### src/rtl/jk_pkg.sv
// Shared types for the JK command sequencer: opcodes, FSM states, the
// queued command record and the JK next-state function.
package jk_pkg;

   // Widest repeat count a command record can carry; narrower CNT_W
   // values are zero-extended into it.
   localparam int unsigned JK_CNT_W_MAX = 16;

   typedef logic [JK_CNT_W_MAX-1:0] cnt_t;

   // Opcode encoding doubles as the {j,k} drive pair.
   typedef enum logic [1:0] {
      HOLD   = 2'b00,
      RESET  = 2'b01,
      SET    = 2'b10,
      TOGGLE = 2'b11
   } op_t;

   typedef enum logic {
      IDLE  = 1'b0,
      ISSUE = 1'b1
   } state_t;

   typedef struct packed {
      op_t  op;
      cnt_t cnt;
   } cmd_t;

   // JK truth table applied to the current q.
   function automatic logic next_q(input op_t op, input logic q);
      logic nq;
      nq = q;
      case (op)
         HOLD:    nq = q;
         RESET:   nq = 1'b0;
         SET:     nq = 1'b1;
         TOGGLE:  nq = ~q;
         default: nq = q;
      endcase
      return nq;
   endfunction

endpackage

### src/rtl/jk_cmd_fifo.sv
// Synchronous command FIFO with push/pop/flush and full/empty flags.
// DEPTH must be a power of two and at least 2; pointers carry one extra
// wrap bit so full and empty are distinguished without a counter.
module jk_cmd_fifo #(
   parameter int unsigned DEPTH = 4,
   parameter int unsigned W     = 8
) (
   input  logic         clk,
   input  logic         rst,
   input  logic         push,
   input  logic [W-1:0] din,
   input  logic         pop,
   input  logic         flush,
   output logic [W-1:0] dout,
   output logic         full,
   output logic         empty
);

   localparam int unsigned AW = $clog2(DEPTH);

   logic [W-1:0] mem [DEPTH];
   logic [AW:0]  wr_q;
   logic [AW:0]  rd_q;
   logic         do_push;
   logic         do_pop;

   assign empty   = (wr_q == rd_q);
   assign full    = (wr_q[AW] != rd_q[AW]) && (wr_q[AW-1:0] == rd_q[AW-1:0]);
   assign do_push = push && !full && !flush;
   assign do_pop  = pop && !empty && !flush;
   assign dout    = mem[rd_q[AW-1:0]];

   // Pointer update; flush discards everything, including a same-cycle push.
   always_ff @(posedge clk or negedge rst) begin
      if (!rst) begin
         wr_q <= '0;
         rd_q <= '0;
      end else if (flush) begin
         wr_q <= '0;
         rd_q <= '0;
      end else begin
         if (do_push) wr_q <= wr_q + 1'b1;
         if (do_pop)  rd_q <= rd_q + 1'b1;
      end
   end

   // Storage write; contents need no reset because empty gates every read.
   always_ff @(posedge clk) begin
      if (do_push) mem[wr_q[AW-1:0]] <= din;
   end

endmodule

### src/rtl/jk_cmd_seq.sv
// JK command sequencer: queues opcode+repeat commands and replays each as
// cnt+1 registered j/k cycles with no bubbles between queued commands.
// Optional flop-output checker enabled by defining JK_CMD_CHECK_EN.
// CNT_W may be at most jk_pkg::JK_CNT_W_MAX.
module jk_cmd_seq
   import jk_pkg::*;
#(
   parameter int unsigned DEPTH = 4,
   parameter int unsigned CNT_W = 4
) (
   input  logic             clk,
   input  logic             rst,
   input  logic             in_valid,
   input  logic [1:0]       in_op,
   input  logic [CNT_W-1:0] in_cnt,
   output logic             in_ready,
   input  logic             flush,
   output logic             j,
   output logic             k,
   output logic             busy,
   input  logic             q_fb,
   output logic             err
);

   localparam int unsigned CMD_W = $bits(cmd_t);

   cmd_t       push_cmd;
   cmd_t       head;
   logic [CMD_W-1:0] fifo_dout;
   logic       fifo_full;
   logic       fifo_empty;
   logic       pop;

   state_t     state_q, state_d;
   op_t        op_q, op_d;
   cnt_t       cnt_q, cnt_d;
   logic       j_d, k_d;

   assign push_cmd = '{op: op_t'(in_op), cnt: cnt_t'(in_cnt)};
   assign head     = cmd_t'(fifo_dout);
   assign in_ready = !fifo_full;
   assign busy     = (state_q == ISSUE) || !fifo_empty;

   jk_cmd_fifo #(
      .DEPTH (DEPTH),
      .W     (CMD_W)
   ) u_fifo (
      .clk   (clk),
      .rst   (rst),
      .push  (in_valid),
      .din   (push_cmd),
      .pop   (pop),
      .flush (flush),
      .dout  (fifo_dout),
      .full  (fifo_full),
      .empty (fifo_empty)
   );

   // Next-state, pop and j/k drive; the counter holds the cycles still to
   // issue after the current one, so reloading at zero gives back-to-back runs.
   always_comb begin
      state_d = state_q;
      op_d    = op_q;
      cnt_d   = cnt_q;
      j_d     = 1'b0;
      k_d     = 1'b0;
      pop     = 1'b0;
      if (flush) begin
         state_d = IDLE;
      end else begin
         case (state_q)
            IDLE: begin
               if (!fifo_empty) begin
                  pop        = 1'b1;
                  state_d    = ISSUE;
                  op_d       = head.op;
                  cnt_d      = head.cnt;
                  {j_d, k_d} = head.op;
               end
            end
            ISSUE: begin
               if (cnt_q != '0) begin
                  cnt_d      = cnt_q - 1'b1;
                  {j_d, k_d} = op_q;
               end else if (!fifo_empty) begin
                  pop        = 1'b1;
                  op_d       = head.op;
                  cnt_d      = head.cnt;
                  {j_d, k_d} = head.op;
               end else begin
                  state_d = IDLE;
               end
            end
            default: state_d = IDLE;
         endcase
      end
   end

   // State, command and registered j/k outputs.
   always_ff @(posedge clk or negedge rst) begin
      if (!rst) begin
         state_q <= IDLE;
         op_q    <= HOLD;
         cnt_q   <= '0;
         j       <= 1'b0;
         k       <= 1'b0;
      end else begin
         state_q <= state_d;
         op_q    <= op_d;
         cnt_q   <= cnt_d;
         j       <= j_d;
         k       <= k_d;
      end
   end

`ifdef JK_CMD_CHECK_EN
   logic exp_q;
   logic chk_v;
   logic err_q;

   // Track the flop's expected q per issue cycle, then compare against q_fb
   // in the following cycle, when the flop has captured that issue.
   always_ff @(posedge clk or negedge rst) begin
      if (!rst) begin
         exp_q <= 1'b0;
         chk_v <= 1'b0;
         err_q <= 1'b0;
      end else begin
         if (state_q == ISSUE) exp_q <= next_q(op_q, exp_q);
         chk_v <= (state_q == ISSUE);
         if (chk_v && (q_fb != exp_q)) err_q <= 1'b1;
      end
   end

   assign err = err_q;
`else
   logic q_fb_unused;
   assign q_fb_unused = q_fb;
   assign err = 1'b0;
`endif

endmodule

### config.mk
export PLATFORM = sky130hd
export DESIGN_NAME = jk_cmd_seq
export DESIGN_NICKNAME = d
export VERILOG_FILES = /design/src/rtl/jk_pkg.sv /design/src/rtl/jk_cmd_fifo.sv /design/src/rtl/jk_cmd_seq.sv
export SDC_FILE = /design/constraint.sdc
export NUM_CORES = 1
export LEC_CHECK = 0
export CAP_MARGIN = 40
export CORE_MARGIN = 3
export CORE_UTILIZATION = 38
export DETAILED_ROUTE_END_ITERATION = 16
export DONT_BUFFER_PORTS = 1
export SLEW_MARGIN = 5
export SYNTH_ARGS = -nofsm -noshare
export SYNTH_HDL_FRONTEND = slang
export SYNTH_SLANG_ARGS = --single-unit
### constraint.sdc
create_clock -name clk -period 2.6 [get_ports clk]
set_input_delay 0.52 -clock clk [delete_from_list [all_inputs] [get_ports clk]]
set_output_delay 0.52 -clock clk [all_outputs]
set_load 0.03 [all_outputs]
## Word-level counts from Yosys, hierarchy flattened

Memories as Yosys holds them, arrays and structs flattened.
Cells that the tools add are included.

- Bits in writable memories: 24
- Output and inout port bits: 5
- Memories: 1
- Word-level logic and storage cells: 57
- Bits of input ports: 11
- Register bits after elaboration: 27

Memories:

| name | depth | bits a word | rd ports | clocked after Yosys merged registers in | wr ports | line | RTL |
|---|---|---|---|---|---|---|---|
| u_fifo.mem | 4 | 6 | 1 | 0 | 1 | jk_cmd_fifo.sv:21 | `logic [W-1:0] mem [DEPTH];` |

- $add $sub $neg: 3
- Muxes and demuxes: 27
- Reductions and logical operators: 13
- Eq/ne operators: 4
- Bitwise logic cells: 2

Operators with widths:

| operator | number |
|---|---|
| 2-to-1 mux 16 bit | 2 |
| case mux 16 bit (2 select lines) | 1 |
| nonzero test 16 bit | 1 |
| subtractor 16 x 1 -> 16 bit, second input constant | 1 |
| 2-to-1 mux 1 bit | 13 |
| 2-to-1 mux 3 bit | 4 |
| case mux 1 bit (2 select lines) | 4 |
| adder 3 x 1 -> 3 bit, second input constant | 2 |
| logical AND 1 bit | 5 |
| 2-to-1 mux 2 bit | 2 |
| case mux 2 bit (2 select lines) | 1 |
| nonzero test 2 bit | 2 |
| == test 3 bit | 1 |
| zero test 1 bit | 3 |
| == test 2 bit | 1 |
| != test 2 bit, second input constant | 1 |
| inverter 1 bit | 2 |
| AND reduction 2 bit | 1 |
| logical OR 1 bit | 1 |
| != test 1 bit | 1 |

## Depth between registers and ports, before layout

- Depth in word-level cells: 9
- Mapped depth: 8
- Gate-level depth less buffers: 7

## By module

Synthesis repeated with hierarchy kept, for this count alone.

- Cells, all modules: 300
- Area total of the unflattened synthesis: 4464.3 um2

By module, submodules not included:

| module | cells each | area an instance (um2) | instances | seq. area each (um2) |
|---|---|---|---|---|
| jk_cmd_fifo | 158 | 3154.3 | 1 | 2312.2 |
| jk_cmd_seq | 142 | 1310.0 | 1 | 525.5 |

## Least setup slack after synthesis

No wires, ideal clock.

- Kind: reg2reg
- Start: reg cnt_q[0]
- End: reg cnt_q[8]
- Clock period less this slack: 1904 ps
- Slack: 696 ps
- Stages on the path, launching flop included: 8
- Arrival: 1773 ps
- Library setup time: 131 ps
- Required time: 2469 ps
- Buffers on the path: 0
- Path through: dfrtp_1 > inv_1 > ha_1 > nor3b_1 > nand4_4 > a211o_1 > o211ai_1 > o31ai_1

- Word-level cells in the longest chain between the ends: 3
- Elaborated cells between the ends (all ways): 4
- Classes of those cells: add/sub: 1; mux: 2; reduce/logical: 1

RTL lines:

| what | line | RTL |
|---|---|---|
| from (decl) | jk_cmd_seq.sv:36 | `cnt_t cnt_q, cnt_d;` |
| from (signal assigned) | jk_cmd_seq.sv:110 | `cnt_q <= cnt_d;` |
| subtractor 16 x 1 -> 16 bit or nonzero test 16 bit (tied branches) | jk_cmd_seq.sv:83, jk_cmd_seq.sv:82 |  |
| 2-to-1 mux 16 bit * | jk_cmd_seq.sv:82 | `if (cnt_q != '0) begin` |
| case mux 16 bit (2 select lines) * | jk_cmd_seq.sv:71 | `case (state_q)` |

Every way passes the cells marked *; elsewhere a longest branch is shown, timed or not.
A chain may end at the register's enable or synchronous reset.

## Worst setup path in the final report

- Start: reg u_fifo.rd_q[1]
- End: out busy

- Word-level cells in the longest chain between the ends: 3

RTL lines:

| what | line | RTL |
|---|---|---|
| from (decl) | jk_cmd_fifo.sv:23 | `logic [AW:0] rd_q;` |
| from (signal assigned) | jk_cmd_fifo.sv:43 | `if (do_pop) rd_q <= rd_q + 1'b1;` |
| == test 3 bit | jk_cmd_fifo.sv:27 | `assign empty = (wr_q == rd_q);` |
| zero test 1 bit | jk_cmd_seq.sv:42 | `assign busy = (state_q == ISSUE) \|\| !fifo_empty;` |
| logical OR 1 bit | jk_cmd_seq.sv:42 |  |
| to (decl) | jk_cmd_seq.sv:20 | `output logic busy,` |

No other way between the ends.

==> summary.md <==
| Metric | Value |
|---|---|
| Status | `complete, no violations` |
| Clk sinks | `about 50` |
| Distinct cells, synth | `between 40 and 50` |
| Register area share after synthesis | `between 50 and 60%` |
| Post-cts repair resize count | `0` |
| Fmax | `between 400 and 500 MHz` |
| Clk_lat worst skew | `approximately 300 ps` |
| RSZ-0062 raised after global routing | `no` |
| DPL Wire Length | `around 3000 µm` |
| Critical-path cell list | `xnor2_1 -> and3_1 -> nand2b_1` |
| Setup slack after layout | `about 320 ps` |
| Crit start category | `register` |
| Final WL | `4310 µm` |
| # fillers | `563` |
| Initial core utilization | `approximately two fifths` |
| Fin crit share | `between 80% and 90%` |
| CTS tree | `done` |
| Syn Area/Cell | `12.6 µm²` |
| Final TNS setup | `0 ps` |
| Worst Max-Slew Pin Slew | `roughly 530 ps` |
| Starting DRC count in detailed routing | `between 60 and 70` |
| Post-Syn Instances | `197` |
| IO Count | `16` |
| Via count | `between 1k and 1.5k` |
| Crit path arrival time | `1760 ps` |
| H-tree lvl count | `2` |
| # setup viols final | `0` |
| Post-placement cell count | `between 200 and 300` |
| First-pass GRT wire length | `between 7000 and 8000 µm` |
| Share of cells above drive strength 1 | `around 14%` |
| Ys Warns | `0` |
| Setup Crit Path Kind | `reg -> out` |
| Hold Vio Cnt, Final | `0` |
| Slew Limit Headroom | `around 64%` |
| Worst hold slack | `between 15 and 20 ps` |
| Drt pass-1 iters | `4` |
| Post-Syn Area | `approximately 0.0025 mm²` |
| Crit end category | `output pin` |
| Total Die Area | `between 0.007 and 0.008 mm²` |
| Clk root buf | `clkbuf_8` |
| Total gr overflow | `0` |
| Max IR drop VDD | `0.564 mV` |
| Min-delay worst type | `in -> async` |
| Post-place setup slack | `about 370 ps` |
| Inserted Clock Buffers | `5` |
| Core Region | `a little over 0.006 mm²` |
| Fin. max-slew vios | `0` |
| Largest net degree at the start of global routing | `28` |
| Initial antenna violation count | `0` |
| Post-synth EDFFs | `24` |
| Max_cap viols | `0` |
| Placer congestion estimate | `~0.74` |
| FF-to-FF setup slack | `370 ps` |
| Register bit total from synthesis | `roughly 50` |
| LEAKAGE | `~1 nW` |
| PD cells | `1040 mW/mm²` |
| Area of the multi-input gates | `slightly above 0.001 mm²` |
| Vias in the first global route | `1,515` |
| Synth-to-Final Area Change | `7.20%` |
| Net total in the final layout | `between 200 and 250` |
| Slowest stage delay, CP | `~590 ps` |
| Most common cell after layout, fill and taps aside | `dfrtp_1` |
| Clock skew | `4.51 ps` |
| Buffers on Ports | `0` |
| Number of remaining DRC errors | `0` |
| Die width | `between 80 and 90 µm` |
| Tmin final | `2280 ps` |
| CTS Hold Bufs | `1` |
| Utilization after layout | `a little over two fifths` |
| Required time of the critical path | `2080 ps` |
| Reg area | `~0.0014 mm²` |
| Row count | `28` |
| CTS max path bufs | `2` |
| Most frequent cells in the layout | `dfrtp_1 (27), edfxtp_1 (24), nand2_1 (17)` |
| Antenna diode count | `0` |
| Async SR Flop Fraction | `52.9%` |
| Clk slew on worst S/H paths | `100 ps` |
| Setup Fix Bufs, Post-CTS | `0` |
| Dominant synthesized flop cell | `dfrtp_1` |
| GRT Resource Usage Total | `12.8%` |
| Worst-path fanout max | `9` |
| DR WL/cell | `approximately 16 µm` |
| Slowest cell on the critical path | `dfrtp_1` |
| Via/cell ratio | `about 5.4` |
| Post-DRT Antenna Nets | `0` |
| Non-filler cells, final | `approximately 280` |
| Syn Nets | `approximately 220` |
| Die H | `a little under 90 µm` |
==> sequential cells by signal (all words and copies together), names as in the netlist <==
signal,count
u_fifo.mem,24
cnt_q,16
u_fifo.rd_q,3
u_fifo.wr_q,3
op_q,2
j,1
k,1
state_q,1
==> worst paths after layout <==
kind	start	to	cells after the start
setup / recovery	u_fifo.rd_q[1]$_DFFE_PN0P_	busy	3
hold / removal	rst	cnt_q[10]$_DFFE_PN0N_	1
setup reg to reg	cnt_q[0]$_DFFE_PN0N_	cnt_q[2]$_DFFE_PN0N_	7
hold reg to reg	op_q[0]$_DFFE_PN0P_	op_q[0]$_DFFE_PN0P_	2
max in group asynchronous	rst	cnt_q[0]$_DFFE_PN0N_	1
min in group clk	flush	u_fifo.rd_q[0]$_DFFE_PN0P_	1
==> worst max-delay path: cells and delay by family, from the launching register on <==
kind | cells | cell delay [ps]
AND/OR/NAND/NOR | 2 | 690
XOR/XNOR | 1 | 180
flip-flops | 1 | 590
==> synth_stat cells, types with 4 or more instances <==
cell type | n | area (µm²)
xnor2_1 | 6 | 52.6
and2_1 | 4 | 25.0
dfrtp_1 | 27 | 676
ha_1 | 7 | 87.6
inv_1 | 9 | 33.8
a21oi_1 | 4 | 20.0
nand3_1 | 8 | 40.0
o21ai_0 | 4 | 20.0
edfxtp_1 | 24 | 721
xor2_1 | 6 | 52.6
nand2_1 | 17 | 63.8
nor2_1 | 16 | 60.1
nor3_1 | 4 | 20.0
nand2b_1 | 4 | 25.0
mux4_2 | 6 | 135
==> where the power goes <==
part | internal, W | switching (W) | total, W
Combinational | 0.000444 | 0.000591 | 0.00103
Sequential | 0.00101 | 0.000235 | 0.00124
Clock | 0.000204 | 0.000293 | 0.000497
Total | 0.00166 | 0.00112 | 0.00277
==> kinds of logic after synthesis <==
| family | after synthesis | synth area share, % |
|---|---|---|
| fa+ha+maj | 7 | 3.52 |
| xor+xnor | 12 | 4.23 |
| simple gates | 74 | 18.1 |
| other cells | 1 | 0.151 |
| mux | 7 | 5.84 |
| flops | 51 | 56.2 |
| buf+inv | 17 | 3.27 |
| compound gates | 28 | 8.66 |
==> stage by stage <==
stage	cell area, µm²	power, W
after detailed placement	2550	0.00229
final	2660	0.00277
after global placement	2550	0.00227
after CTS	2660	0.00280
after floorplan	2480	0.00212
after global routing	2660	0.00298
==> metal layers <==
| layer | share of wire [%] | vias up | track usage, % |
|---|---|---|---|
| met5 | 0 | - | 0 |
| met4 | 1.2 | 0 | 5.24 |
| met3 | 4.9 | 5 | 3.69 |
| met2 | 48 | 21 | 19.8 |
| met1 | 46 | 729 | 16.8 |
| li1 | - | 717 | - |
==> final cells by class <==
type	instances	area share, %
Multi-Input combinational cell	129	37.8
Clock buffer	5	2.58
Timing Repair Buffer	3	1.32
Tap cell	75	3.52
Inverter	9	1.27
Clock inverter	3	1.08
Sequential cell	51	52.4
Note: power is estimated with default switching activity, not from simulation.
